**src/rtl/seg7_pkg.sv**
```systemverilog
// Shared definitions for the 7-segment scan driver.
// Holds the display code constants, the blank segment pattern, the scan
// phase enum and the code-to-segment encoder ({g,f,e,d,c,b,a}, active-low).
package seg7_pkg;

    localparam int unsigned CODE_W = 4;
    localparam int unsigned SEG_W  = 7;

    localparam logic [CODE_W-1:0] CODE_MINUS = 4'd10;
    localparam logic [CODE_W-1:0] CODE_BLANK = 4'd15;

    localparam logic [SEG_W-1:0] SEG_OFF = 7'b1111111;

    typedef enum logic {
        ST_DEAD = 1'b0,
        ST_SHOW = 1'b1
    } scan_state_t;

    // Active-low segment pattern for a display code; 11..15 render blank.
    function automatic logic [SEG_W-1:0] seg7_encode(input logic [CODE_W-1:0] code);
        logic [SEG_W-1:0] pat;
        pat = SEG_OFF;
        case (code)
            4'd0:    pat = 7'b1000000;
            4'd1:    pat = 7'b1111001;
            4'd2:    pat = 7'b0100100;
            4'd3:    pat = 7'b0110000;
            4'd4:    pat = 7'b0011001;
            4'd5:    pat = 7'b0010010;
            4'd6:    pat = 7'b0000010;
            4'd7:    pat = 7'b1111000;
            4'd8:    pat = 7'b0000000;
            4'd9:    pat = 7'b0010000;
            4'd10:   pat = 7'b0111111;
            default: pat = SEG_OFF;
        endcase
        return pat;
    endfunction

endpackage

```
**src/rtl/seg7_lz_mask.sv**
```systemverilog
// Leading-zero blanking mask for the committed display word.
// Ports:
//   codes   - packed display codes, digit i at [4i+3:4i]
//   dps     - per-digit decimal point (1 = lit)
//   blank_c - per-digit blank request (combinational), digit 0 never set
module seg7_lz_mask
    import seg7_pkg::*;
#(
    parameter int unsigned NUM_DIGITS  = 4,
    parameter int unsigned LZ_SUPPRESS = 1
) (
    input  logic [CODE_W*NUM_DIGITS-1:0] codes,
    input  logic [NUM_DIGITS-1:0]        dps,
    output logic [NUM_DIGITS-1:0]        blank_c
);

    logic              run;
    logic [CODE_W-1:0] code;

    // Walk from the most significant digit down; the first digit that is
    // nonzero, a minus, or carries a lit dp ends the run. Blank codes are
    // treated like zeros so a pre-blanked field keeps suppressing.
    always_comb begin
        blank_c = '0;
        code    = '0;
        run     = (LZ_SUPPRESS != 0);
        for (int i = NUM_DIGITS - 1; i > 0; i--) begin
            code = codes[CODE_W*i +: CODE_W];
            if (run && !dps[i] && (code == 4'd0 || code > CODE_MINUS)) begin
                blank_c[i] = 1'b1;
            end else begin
                run = 1'b0;
            end
        end
    end

endmodule

```
**src/rtl/seg7_scan_mux.sv**
```systemverilog
// Time-multiplexed driver for an N-digit common-anode 7-segment display.
// A load strobe fills a shadow register; the shadow is committed to the
// display register only at frame boundaries so a frame never tears. Each
// digit slot is SCAN_DIV cycles: DEAD_CYCLES all-off, then the digit shows.
// Ports:
//   clk, rst   - clock, asynchronous active-high reset
//   digits_in  - packed 4-bit codes, digit 0 rightmost
//   dp_in      - per-digit decimal point, 1 = lit
//   load       - one-cycle capture strobe into the shadow register
//   seg, dp    - active-low segments {g,f,e,d,c,b,a} and decimal point
//   an         - active-low anodes, one-hot-low while showing
//   frame_tick - one-cycle pulse after a display commit
module seg7_scan_mux
    import seg7_pkg::*;
#(
    parameter int unsigned NUM_DIGITS  = 4,
    parameter int unsigned SCAN_DIV    = 50000,
    parameter int unsigned DEAD_CYCLES = 500,
    parameter int unsigned LZ_SUPPRESS = 1
) (
    input  logic                         clk,
    input  logic                         rst,
    input  logic [CODE_W*NUM_DIGITS-1:0] digits_in,
    input  logic [NUM_DIGITS-1:0]        dp_in,
    input  logic                         load,
    output logic [SEG_W-1:0]             seg,
    output logic                         dp,
    output logic [NUM_DIGITS-1:0]        an,
    output logic                         frame_tick
);

    localparam int unsigned CNT_W = (SCAN_DIV > 1) ? $clog2(SCAN_DIV) : 1;
    localparam int unsigned IDX_W = (NUM_DIGITS > 1) ? $clog2(NUM_DIGITS) : 1;
    localparam int unsigned WORD_W = CODE_W * NUM_DIGITS;

    localparam logic [CNT_W-1:0] CNT_LAST = CNT_W'(SCAN_DIV - 1);
    localparam logic [CNT_W-1:0] DEAD_LIM = CNT_W'(DEAD_CYCLES);
    localparam logic [IDX_W-1:0] IDX_LAST = IDX_W'(NUM_DIGITS - 1);
    localparam logic             HAS_DEAD = (DEAD_CYCLES != 0);
    localparam scan_state_t      ST_RESET = HAS_DEAD ? ST_DEAD : ST_SHOW;
    localparam logic [NUM_DIGITS-1:0] AN_ONE = NUM_DIGITS'(1);

    // Scan sequencing state
    logic [CNT_W-1:0] cnt, cnt_next;
    logic [IDX_W-1:0] idx, idx_next;
    scan_state_t      state, state_next;
    logic             first;
    logic             slot_end;
    logic             commit;

    // Frame data
    logic [WORD_W-1:0]     shadow_code;
    logic [NUM_DIGITS-1:0] shadow_dp;
    logic [WORD_W-1:0]     disp_code;
    logic [NUM_DIGITS-1:0] disp_dp;
    logic [CODE_W-1:0]     disp_arr [NUM_DIGITS];
    logic [NUM_DIGITS-1:0] blank_mask;

    // Next output values
    logic [SEG_W-1:0]      seg_d;
    logic                  dp_d;
    logic [NUM_DIGITS-1:0] an_d;

    // State register: slot counter, digit index, phase, post-reset commit flag
    always_ff @(posedge clk or posedge rst) begin
        if (rst) begin
            cnt   <= '0;
            idx   <= '0;
            state <= ST_RESET;
            first <= 1'b1;
        end else begin
            cnt   <= cnt_next;
            idx   <= idx_next;
            state <= state_next;
            first <= 1'b0;
        end
    end

    // Next-state: the phase register tracks the phase of the next count
    always_comb begin
        slot_end   = (cnt == CNT_LAST);
        cnt_next   = slot_end ? '0 : cnt + CNT_W'(1);
        idx_next   = idx;
        if (slot_end) begin
            idx_next = (idx == IDX_LAST) ? '0 : idx + IDX_W'(1);
        end
        state_next = (HAS_DEAD && cnt_next < DEAD_LIM) ? ST_DEAD : ST_SHOW;
        commit     = first | (slot_end & (idx == IDX_LAST));
    end

    // Shadow capture and frame commit; a load on the commit edge bypasses
    always_ff @(posedge clk or posedge rst) begin
        if (rst) begin
            shadow_code <= {NUM_DIGITS{CODE_BLANK}};
            shadow_dp   <= '0;
            disp_code   <= {NUM_DIGITS{CODE_BLANK}};
            disp_dp     <= '0;
        end else begin
            if (load) begin
                shadow_code <= digits_in;
                shadow_dp   <= dp_in;
            end
            if (commit) begin
                disp_code <= load ? digits_in : shadow_code;
                disp_dp   <= load ? dp_in     : shadow_dp;
            end
        end
    end

    always_comb begin
        for (int i = 0; i < NUM_DIGITS; i++) begin
            disp_arr[i] = disp_code[CODE_W*i +: CODE_W];
        end
    end

    seg7_lz_mask #(
        .NUM_DIGITS  (NUM_DIGITS),
        .LZ_SUPPRESS (LZ_SUPPRESS)
    ) u_lz_mask (
        .codes   (disp_code),
        .dps     (disp_dp),
        .blank_c (blank_mask)
    );

    // Output decode from the current phase and digit
    always_comb begin
        an_d  = '1;
        seg_d = SEG_OFF;
        dp_d  = 1'b1;
        if (state == ST_SHOW) begin
            an_d  = ~(AN_ONE << idx);
            seg_d = blank_mask[idx] ? SEG_OFF : seg7_encode(disp_arr[idx]);
            dp_d  = ~disp_dp[idx];
        end
    end

    // Pin registers
    always_ff @(posedge clk or posedge rst) begin
        if (rst) begin
            seg        <= SEG_OFF;
            dp         <= 1'b1;
            an         <= '1;
            frame_tick <= 1'b0;
        end else begin
            seg        <= seg_d;
            dp         <= dp_d;
            an         <= an_d;
            frame_tick <= commit;
        end
    end

endmodule

```
**config.mk**
```make
export PLATFORM = sky130hd
export DESIGN_NAME = seg7_scan_mux
export DESIGN_NICKNAME = d
export VERILOG_FILES = /design/src/rtl/seg7_pkg.sv /design/src/rtl/seg7_lz_mask.sv /design/src/rtl/seg7_scan_mux.sv
export SDC_FILE = /design/constraint.sdc
export NUM_CORES = 1
export LEC_CHECK = 0
export BUFFER_PORTS_ARGS = -buffer_cell sky130_fd_sc_hd__buf_2
export CORE_ASPECT_RATIO = 0.9
export CORE_MARGIN = 1
export CORE_UTILIZATION = 36
export CTS_CLUSTER_SIZE = 16
export DETAILED_ROUTE_END_ITERATION = 6
export GPL_ROUTABILITY_DRIVEN = 0
export HOLD_SLACK_MARGIN = 0.06
export PLACE_DENSITY = 0.58
export SYNTH_ARGS = -nofsm -noshare
export SYNTH_HDL_FRONTEND = slang
export SYNTH_SLANG_ARGS = --single-unit
export TNS_END_PERCENT = 30
```
**constraint.sdc**
```tcl
create_clock -name clk -period 2.94 [get_ports clk]
set_clock_uncertainty 0.15 [all_clocks]
set_input_delay 0.441 -clock clk [delete_from_list [all_inputs] [get_ports clk]]
set_output_delay 0.441 -clock clk [all_outputs]
set_load 0.01 [all_outputs]
```
# After elaboration in Yosys (flattened, before gate mapping)
# Memories as Yosys holds them, arrays and structs flattened.
# Index checks and enable logic that the tools add are counted.
[classes]
n_addsub = 2
order_cmp = 6
eq_ne = 2
shifts = 1
muxes = 20
bitwise = 5
n_reduce_logical = 14
[op_table]
columns = ["operator", "n"]
rows = [
  ["16-bit two-way mux", 2],
  ["16-bit by 1-bit adder with 16-bit output, second input constant", 1],
  ["16-bit equality test, second input constant", 1],
  ["16-bit by 9-bit < comparator with 1-bit output, second input constant", 1],
  ["4-bit two-way mux", 4],
  ["7-bit two-way mux", 2],
  ["4-bit > comparator, second input constant", 3],
  ["4-bit zero test", 3],
  ["4-bit binary-select mux with 2-bit select", 1],
  ["1-bit two-way mux", 8],
  ["1-bit logical AND", 5],
  ["1-bit binary-select mux with 2-bit select", 2],
  ["4-bit inverter", 1],
  ["1-bit by 2-bit left shift with 4-bit output, first input constant", 1],
  ["3-bit >= comparator, second input constant", 1],
  ["1-bit zero test", 3],
  ["1-bit logical OR", 3],
  ["2-bit by 3-bit < comparator with 1-bit output, second input constant", 1],
  ["2-bit inverter with 3-bit output", 1],
  ["2-bit by 1-bit adder with 2-bit output, second input constant", 1],
  ["2-bit equality test, second input constant", 1],
  ["2-bit two-way mux", 1],
  ["1-bit bitwise AND", 1],
  ["1-bit inverter", 1],
  ["1-bit OR", 1],
]
[word_totals]
register_bits = 73
mem_bits_ro = 112
inputBits = 23
output_inout_bits = 13
word_cells = 63
memories = 1
[memory_table]
columns = ["memory", "depth", "word_bits", "rd", "rd_ports_with_merged_regs", "wr", "line_no", "rtl"]
rows = [
  ["(no name shown)", 16, 7, 1, 0, 0, "seg7_pkg.sv:23", "case (code)"],
]

# Depth between registers and ports, before layout
# Gate-level depths: netlist of run 1.
[logic_depth]
depth_word = 14
mapped_depth = 7

# Hierarchy
# Synthesis of run 1 repeated with hierarchy kept, for this count alone.
[hier_totals]
hier_cells = 283
area_unflattened_um2 = 3643.5
[by_module_without_submodules]
columns = ["module", "n_inst", "cells_per_inst", "area_per_inst_um2", "seq_area_each_um2"]
rows = [
  ["seg7_scan_mux", 1, 268, 3540.9, 1883.1],
  ["seg7_lz_mask", 1, 15, 102.6, 0.0],
]

# Worst setup path before layout of run 1
# Ideal clock, no wire load.
[synth_path]
kind = "reg2reg"
start = "register cnt[10]"
end = "register state"
setup_ns = 0.139
t_arrival_ns = 2.107
required_ns = 2.651
setup_slack_ns = 0.544
path_stages_with_launch = 7
synth_period_minus_slack_ns = 2.396
path_cell_list = "dfrtp_1 or4_4 nor4_4 and2_4 o21ai_2 a211o_1 or4_1"
[synth_via]
elab_chain_len = 4
word_cells_on_any_way = 5
cone_classes = "add/sub (1); order compare (1); eq/ne (1); mux (2)"
[synth_lines]
columns = ["element", "line_no", "rtl"]
rows = [
  ["start: declaration", "seg7_scan_mux.sv:44", "logic [CNT_W-1:0] cnt, cnt_next;"],
  ["start signal: assignment", "seg7_scan_mux.sv:72", "cnt <= cnt_next;"],
  ["16-bit by 1-bit adder with 16-bit output / 16-bit equality test (equally long branches)", "seg7_scan_mux.sv:82, seg7_scan_mux.sv:81", ""],
  ["16-bit two-way mux *", "seg7_scan_mux.sv:82", "cnt_next = slot_end ? '0 : cnt + CNT_W'(1);"],
  ["16-bit by 9-bit < comparator with 1-bit output *", "seg7_scan_mux.sv:87", "state_next = (HAS_DEAD && cnt_next < DEAD_LIM) ? ST_DEAD : ST_SHOW;"],
  ["1-bit two-way mux *", "seg7_scan_mux.sv:87", ""],
  ["net state_next", "seg7_scan_mux.sv:46", "scan_state_t state, state_next;"],
  ["end signal: assignment", "seg7_scan_mux.sv:74", "state <= state_next;"],
  ["end: declaration", "seg7_scan_mux.sv:46", ""],
]
# The timed path passes the listed nets; every way through them passes the cells marked *.
# A chain may end at the register's enable or synchronous reset.

# Final worst setup path of run 1
[layout_path]
start = "register cnt[0]"
end = "register state"
# The elaborated chain is that of the path after synthesis.

==> results of run 1 <==
metal layers:
| metal | routed length (µm) | share of wire (%) |
|---|---|---|
| met3 | 214 | 3.7 |
| met2 | 2400 | 42 |
| met4 | 120 | 2.1 |
| met1 | 3000 | 52 |
| met5 | 0 | 0 |
state kept, by name, summed over array words and instances, names as in the netlist:
register and flops:
cnt 16, disp_code 16, shadow_code 16, seg 7, an 4, disp_dp 4
shadow_dp 4, idx 2, dp 1, first 1, frame_tick 1, state 1
worst paths after layout:
check,startpoint,to,depth (start not counted)
min reg2reg,disp_dp[0],disp_dp[0],1
min in group asynchronous,rst,frame_tick,3
max in group asynchronous,rst,shadow_code[8],4
max reg2reg,cnt[0],state,5
min,digits_in[8],shadow_code[8],2
max,cnt[0],state,5
cell type report:
type	instances	area, µm²	area share (%)
sequential	73	1880	48.8
tap	122	153	3.96
timing repair buffer	38	213	5.51
clock buffer	11	153	3.96
multi-input combinational	173	1390	36.1
inverter	7	26.3	0.681
clock inverter	5	36.3	0.941
worst register-to-register path: stages, from the launching register on:
cell and delay (ns):
dfrtp_1 0.43, ha_1 0.27, nand3_1 0.29, nor3_1 0.60, a31oi_1 0.19, or4_1 0.51
metrics by stage:
stage / instances / total power, mW
6_report: 429 / 2.11
5_1_grt: 429 / 2.21
4_1_cts: 429 / 2.14
3_5_place_dp: 412 / 1.39
3_3_place_gp: 412 / 1.39
2_1_floorplan: 263 / 1.32
timing repair:
| item | 4_1_cts | 5_1_grt |
|---|---|---|
| gates resized for setup | 0 | 0 |
| hold buffers | 1 | 0 |
| endpoints found under the hold margin | 1 | 0 |
| buffers inserted | 0 | 0 |
| endpoints found under the setup margin | 0 | 0 |
placed cells by master, fill, tap and decap left out, types with 2 or more instances in the layout:
| cell type | n |
|---|---|
| dfrtp_1 | 28 |
| nor2_1 | 18 |
| mux4_2 | 5 |
| and4_1 | 2 |
| nand4_1 | 5 |
| nand3_1 | 9 |
| a21oi_1 | 3 |
| dfstp_2 | 45 |
| mux2i_1 | 3 |
| clkbuf_8 | 9 |
| buf_2 | 35 |
| or4_1 | 2 |
| a21o_1 | 5 |
| mux2_2 | 21 |
| nand2_1 | 21 |
| o21ai_0 | 10 |
| inv_1 | 6 |
| xnor2_1 | 7 |
| nor4_1 | 4 |
| nor3_1 | 4 |
| a31oi_1 | 2 |
| ha_1 | 10 |
| xor2_1 | 7 |
| mux2_1 | 19 |
power breakdown:
group / switching, mW / total [mW] / internal (mW)
combinational: 0.104 / 0.212 / 0.108
clock: 0.370 / 0.731 / 0.361
sequential: 0.0467 / 1.16 / 1.12
total: 0.521 / 2.11 / 1.59
cell families (layout without fill, tap and decap cells):
logic type,after synthesis,after routing,synth area share [%]
adders and majority gates,10,10,3.74
other,1,1,0.112
AOI/OAI and AO/OA,27,27,5.05
buffers and inverters,17,61,2.13
muxes,48,48,17.7
and+or+nand+nor,73,73,11.4
xor gates and xnor gates,14,14,3.66
DFF,73,73,56.2
==> flow_summary.yaml, run 1 <==
timing:
  max_slew_margin_pct: 57.7
  report.final.slew_viol_count: 0
  final_hold_viol_count: 0
  setup_slack_ns: 0.363
  whs_ns: 0.190
  clock.fmax_mhz: 388
  fin_crit_sh_pct: 87.7
  finalCriticalPeriod_ns: 2.58
  rsz0062_at_grt: "false"
  fin_setup_tns_ns: 0
  setup_violations: 0
  worst_pin_slew_ns: 0.634
worst_setup_path:
  cp.required_ns: 3.01
  rrSetupSlack_ns: 0.36
  worstSetupPathType: "reg -> reg"
  worstPathCellList: "ha_1 -> nand3_1 -> nor3_1 -> a31oi_1 -> or4_1"
  startpoint_type: "flip-flop"
  critPathSlowestCell: "nor3_1"
  cp_top_family: "simple AND/OR/NAND/NOR gates"
  crit_path_end_kind: "flip-flop"
  worst-path-buf-inv: 0
  crit_fanout: 7
  cpPeakStageDelay_ns: 0.60
  arrival_ns: 2.64
synthesis:
  yosys.cell_types.count: 41
  ys.flop_type: "dfstp_2"
  synth.area.top_cells: "dfstp_2, dfrtp_1, mux2_2"
  synth_fp_nets: 296
  ys.warnings.count: 0
  ys_seq_area_share_pct: 56.2
  postSynthAreaPerCell_um2: 12.7
  synth_area_um2: 3350
  ys_async_sr_fraction_pct: 100
  synth_top_area_cell: "dfstp_2"
  synth_cells: 263
  synth-edff-count: 0
  ys_seq_elements: 73
  synth_top_area_share_pct: 35.3
  synth_top_cells_by_count: "dfstp_2, dfrtp_1, mux2_2, nand2_1, mux2_1"
  synth.most_common_cell: "dfstp_2"
clock_network:
  cts_root_buf: "clkbuf_8"
  clkLatencyLatePin_ns: 0.35
  cts_tree: "yes"
  cts_buffers: 9
  h-tree-depth: 3
  clockBufferDepth: 2
  clock_sinks: 73
  path_clk_slew_ns: 0.08
pwr:
  pwr_density_cell_nw_per_um2: 546
  ir_drop_v: 0.000185
  static-leakage-power_nw: 1.61
die:
  io_pins: 36
  die_w_um: 104
  rows: 33
  start_util_pct: 36.9
  die_y_um: 93.5
  dieArea_um2: 9690
  coreArea_um2: 9080
routing:
  vias: 2074
  ant_nets: 0
  dr.pass1.iters: 6
  drt_iter0_markers: 102
  drt-total-wl_um: 5740
  routedWlPerCell_um: 13.4
  vias_per_cell: 4.83
  drc: 1
grt:
  grt_overflow: 0
  grt_max_degree: 44
  grt_use_total_pct: 13.5
  grtUsageMet1_pct: 18.7
  grt-busiest-layer: "met2"
  use_met3_pct: 3.00
  grt_first_pass_wirelength_um: 10100
  antenna_found_initial: 0
  grt_pass1_vias: 2031
  grt_use_met2_pct: 19.7
final_layout:
  n_fill_cell: 881
  area_delta_synth_final_pct: 15.2
  n_antenna_cell: 0
  nNetsFinal: 335
  layout-drive-gt1-share_pct: 42.0
  fin_util_pct: 42.5
  design_area_um2: 3860
status:
  violations: "DRC"
  status: "complete, but fails checks"
placement:
  numPortBuffers: 35
  place_ws_ns: 0.364
  dp.final_hpwl_um: 4050
  placed_area_um2: 3660
worst_hold_path:
  hp-class: "in -> reg"
flow_run:
  drv_cap: 0
(Power assumes the default switching activity.)
==> run 2, diff against run 1 <==
--- a/config.mk
+++ b/config.mk
@@ -7,7 +7,7 @@
 export LEC_CHECK = 0
 export BUFFER_PORTS_ARGS = -buffer_cell sky130_fd_sc_hd__buf_2
 export CORE_ASPECT_RATIO = 0.9
-export CORE_MARGIN = 1
+export CORE_MARGIN = 2
 export CORE_UTILIZATION = 36
 export CTS_CLUSTER_SIZE = 16
 export DETAILED_ROUTE_END_ITERATION = 6
==> flow_summary.yaml, run 2 (same netlist as run 1, synthesis figures left out) <==
worst_setup_path:
  reg2reg_to: "state"
  crit_path_end_kind: "flip-flop"
  cp_top_family: "simple AND/OR/NAND/NOR gates"
  worstSetupPathType: "reg -> reg"
  worst-path-buf-inv: 0
  cpPeakStageDelay_ns: 0.58
  crit_fanout: 14
  reg2reg_from: "cnt[10]"
  critPathSlowestCell: "or4_4"
  startpoint: "cnt[10]"
  cp.required_ns: 3.00
  arrival_ns: 2.65
  worstPathCellList: "or4_4 -> nor4_4 -> and2_4 -> o21ai_2 -> a211o_1 -> or4_1"
  ff2ff_path_depth: 6
  startpoint_type: "flip-flop"
  rrSetupSlack_ns: 0.36
grt:
  grt_max_degree: 30
  grt_use_total_pct: 13.5
  grt_overflow: 0
  antenna_found_initial: 0
  grt_pass1_vias: 2125
  grt_first_pass_wirelength_um: 10400
worst_hold_path:
  hold_depth: 2
  hp-class: "in -> reg"
  holdPathEnd: "shadow_code[4]"
  worstHoldStart: "digits_in[4]"
timing:
  worst_pin_slew_ns: 0.650
  fin_setup_tns_ns: 0
  finalCriticalPeriod_ns: 2.58
  clock.fmax_mhz: 387
  setup_violations: 0
  max_slew_margin_pct: 56.4
  fin_crit_sh_pct: 87.9
  final_hold_viol_count: 0
  setup_slack_ns: 0.355
  report.final.slew_viol_count: 0
  rsz0062_at_grt: "false"
routing:
  vias: 2086
  drt-total-wl_um: 5850
  vias_per_cell: 4.84
  routedWlPerCell_um: 13.6
  dr.pass1.iters: 4
  drt_iter0_markers: 90
  drc: 0
  ant_nets: 0
final_layout:
  area_delta_synth_final_pct: 17.1
  layout_common_cells: "dfstp_2, buf_2, dfrtp_1, mux2_2, nand2_1"
  nNetsFinal: 337
  reg_top3: "cnt: 16 flops, disp_code: 16 flops, shadow_code: 16 flops"
  n_antenna_cell: 0
  final_common_cell: "dfstp_2"
  layout-drive-gt1-share_pct: 42.4
clock_network:
  cts_root_buf: "clkbuf_8"
  clock_sinks: 73
  path_clk_slew_ns: 0.08
  cts_tree: "yes"
  clkLatencyLatePin_ns: 0.34
  clockBufferDepth: 2
  h-tree-depth: 3
  cts_buffers: 9
die:
  die_w_um: 106
  coreArea_um2: 9080
  die_y_um: 95.5
  start_util_pct: 36.9
  rows: 33
  io_pins: 36
  dieArea_um2: 10100
pwr:
  static-leakage-power_nw: 1.65
  ir_drop_v: 0.000275
  pwr_density_cell_nw_per_um2: 586
status:
  status: "finished clean"
placement:
  place_ws_ns: 0.360
  numPortBuffers: 35
  dp.final_hpwl_um: 4240
flow_run:
  drv_cap: 0
run 2: changes by cell type in the layout (fill, tap and decap cells not counted):
| cell | before | now |
|---|---|---|
| buf_4 | 1 | 3 |
| bufinv_16 | 0 | 2 |
| clkbuf_8 | 9 | 10 |
| clkinv_4 | 1 | 0 |
| clkinvlp_4 | 1 | 0 |
| inv_6 | 1 | 0 |
run 2: area by class of cell:
type	count	area (µm²)
inverter	7	26.3
timing repair buffer	40	228
clock buffer	12	166
multi-input combinational	173	1390
fill	863	5160
tap	122	153
clock inverter	4	71.3
sequential	73	1880
run 2: worst max path at each step:
stage	endpoint	slack, ns	cells after the start
finish	state	0.36	6
global route	state	0.20	6
CTS	state	0.35	6
detailed placement	state	0.36	6
global placement	state	0.40	6
floorplan	state	0.54	6
run 2: repair_timing:
item	in CTS	in global routing
hold buffers	1	0
endpoints found under the hold margin	16	0
buffers inserted	0	0
gates resized for setup	0	0
run 2: where the power goes:
part / switching [mW] / internal [mW] / total [mW]
clock: 0.367 / 0.552 / 0.920
combinational: 0.105 / 0.108 / 0.213
sequential: 0.0464 / 1.12 / 1.16
total: 0.519 / 1.78 / 2.30
run 2: metal layers:
metal / up-vias / global-route usage, % / part of all wire [%]
li1: 1010 / - / -
met1: 1038 / 19.0 / 52
met2: 34 / 19.5 / 43
met3: 4 / 3.08 / 3.9
met4: 0 / 6.91 / 1.0
met5: - / 0 / 0
run 2: worst register-to-register path: stages, from the launching register on:
cell and delay (ns):
dfrtp_1 0.45, or4_4 0.58, nor4_4 0.24, and2_4 0.27
o21ai_2 0.09, a211o_1 0.28, or4_1 0.40
run 2: metrics by stage:
step                      utilization [%]  std cells  hold slack (ns)  instance area (µm²)  power [mW]
after floorplan                         -        263            0.303                 3350        1.32
after global placement               40.4        414            0.339                 3670        1.39
after detailed placement             40.4        414            0.341                 3670        1.40
after CTS                            43.2        431            0.180                 3920        2.33
after global routing                 43.2        431            0.190                 3920        2.42
final                                43.2        431            0.192                 3920        2.30
==> run 3, diff against run 2 <==
--- a/config.mk
+++ b/config.mk
@@ -6,6 +6,8 @@
 export NUM_CORES = 1
 export LEC_CHECK = 0
 export BUFFER_PORTS_ARGS = -buffer_cell sky130_fd_sc_hd__buf_2
+export CELL_PAD_IN_SITES_DETAIL_PLACEMENT = 0
+export CELL_PAD_IN_SITES_GLOBAL_PLACEMENT = 1
 export CORE_ASPECT_RATIO = 0.9
 export CORE_MARGIN = 2
 export CORE_UTILIZATION = 36
@@ -13,7 +15,7 @@
 export DETAILED_ROUTE_END_ITERATION = 6
 export GPL_ROUTABILITY_DRIVEN = 0
 export HOLD_SLACK_MARGIN = 0.06
-export PLACE_DENSITY = 0.58
+export PLACE_DENSITY = 0.68
 export SYNTH_ARGS = -nofsm -noshare
 export SYNTH_HDL_FRONTEND = slang
 export SYNTH_SLANG_ARGS = --single-unit
==> flow_summary.yaml, run 3 (same netlist as run 1, synthesis figures left out) <==
routing:
  vias_per_cell: 4.74
  routedWlPerCell_um: 13.9
  drt-total-wl_um: 5970
  ant_nets: 0
  dr.pass1.iters: 4
  vias: 2038
  drt_iter0_markers: 61
  drc: 0
clock_network:
  holdBufCountCts: 0
  clock_sinks: 73
  clkLatencyLatePin_ns: 0.35
  cts_buffers: 9
  clockBufferDepth: 2
  cts_tree: "yes"
  path_clk_slew_ns: 0.08
  ctsResizeCount: 0
  cts_setup_buffers: 0
  h-tree-depth: 3
  cts_root_buf: "clkbuf_8"
die:
  die_w_um: 106
  die_y_um: 95.5
  io_pins: 36
  start_util_pct: 36.9
  rows: 33
  dieArea_um2: 10100
  coreArea_um2: 9080
placement:
  numPortBuffers: 35
  dp.final_hpwl_um: 4230
  place_ws_ns: 0.347
final_layout:
  n_antenna_cell: 0
  nNetsFinal: 336
  layout-drive-gt1-share_pct: 42.5
  area_delta_synth_final_pct: 15.5
  layout_common_cells: "dfstp_2, buf_2, dfrtp_1, mux2_2, nand2_1"
  final_common_cell: "dfstp_2"
  reg_top3: "cnt: 16 flops, disp_code: 16 flops, shadow_code: 16 flops"
  fin_util_pct: 42.6
flow_run:
  drv_cap: 0
timing:
  finalCriticalPeriod_ns: 2.58
  fin_setup_tns_ns: 0
  max_slew_margin_pct: 48.8
  fin_crit_sh_pct: 87.8
  report.final.slew_viol_count: 0
  final_hold_viol_count: 0
  worst_pin_slew_ns: 0.767
  clock.fmax_mhz: 387
  rsz0062_at_grt: "false"
  setup_slack_ns: 0.359
  setup_violations: 0
pwr:
  ir_drop_v: 0.000187
  p_int_mw: 1.62
  swShare_pct: 24.9
  p_comb_share_pct: 9.8
  static-leakage-power_nw: 1.62
  pwr_density_cell_nw_per_um2: 557
  p_clk_share_pct: 36.1
  netSwitchingPower_mw: 0.536
  seqPwrFrac_pct: 54.1
worst_setup_path:
  cpPeakStageDelay_ns: 0.58
  worstPathCellList: "or4_4 -> nor4_4 -> and2_4 -> a21o_1 -> buf_4 -> mux2_1"
  critPathSlowestCell: "or4_4"
  arrival_ns: 2.66
  crit_path_end_kind: "flip-flop"
  startpoint_type: "flip-flop"
  worstSetupPathType: "reg -> reg"
  crit_fanout: 21
  cp.required_ns: 3.02
grt:
  grt_first_pass_wirelength_um: 10600
  antenna_found_initial: 0
  grt_max_degree: 38
  grt_overflow: 0
  grt_use_total_pct: 13.7
  grt_pass1_vias: 2099
status:
  status: "finished clean"
worst_hold_path:
  hp-class: "in -> async"
-- run 3: worst paths after layout --
| kind | startpoint | slack, ns | end | depth (start not counted) |
|---|---|---|---|---|
| max in group asynchronous | rst | 1.84 | seg[6] | 3 |
| hold reg to reg | shadow_dp[3] | 0.36 | shadow_dp[3] | 1 |
| setup reg to reg | cnt[10] | 0.36 | disp_dp[1] | 6 |
| hold / removal | rst | 0.07 | shadow_dp[2] | 2 |
| min in group clk | digits_in[11] | 0.19 | shadow_code[11] | 2 |
| setup / recovery | cnt[10] | 0.36 | disp_dp[1] | 6 |
-- run 3: routing by layer --
layer | share of wire (%) | GRT usage [%] | up-vias
li1 | - | - | 1005
met1 | 54 | 19.8 | 985
met2 | 40 | 18.9 | 38
met3 | 3.4 | 3.08 | 10
met4 | 2.4 | 7.57 | 0
met5 | 0 | 0 | -
-- run 3: metrics by stage --
step	instance area [µm²]	std cells	power, mW	hold slack, ns
after floorplan	3350	263	1.32	0.303
after global placement	3670	414	1.39	0.340
after detailed placement	3670	414	1.40	0.345
after CTS	3870	430	2.18	0.0911
after global routing	3870	430	2.27	0.132
final	3870	430	2.15	0.0707
-- run 3: critical path, delay by kind of cell, from the launching register on --
family / cells / cell delay (ns)
muxes: 1 / 0.36
DFF: 1 / 0.45
AOI/OAI and AO/OA: 1 / 0.14
and+or+nand+nor: 3 / 1.09
buffers and inverters: 1 / 0.27
-- run 3: power groups by stage --
stage          Clock, mW  Combinational [mW]  Sequential, mW
2_1_floorplan          0               0.163            1.16
3_3_place_gp           0               0.210            1.18
3_5_place_dp           0               0.216            1.18
4_1_cts            0.802               0.217            1.16
5_1_grt            0.850               0.241            1.17
6_report           0.778               0.211            1.16
-- run 3: final cells by class --
class | instances | area (µm²)
multi-input combinational | 173 | 1390
fill | 878 | 5220
tap | 122 | 153
clock inverter | 6 | 65.1
clock buffer | 10 | 128
sequential | 73 | 1880
inverter | 7 | 26.3
timing repair buffer | 39 | 218
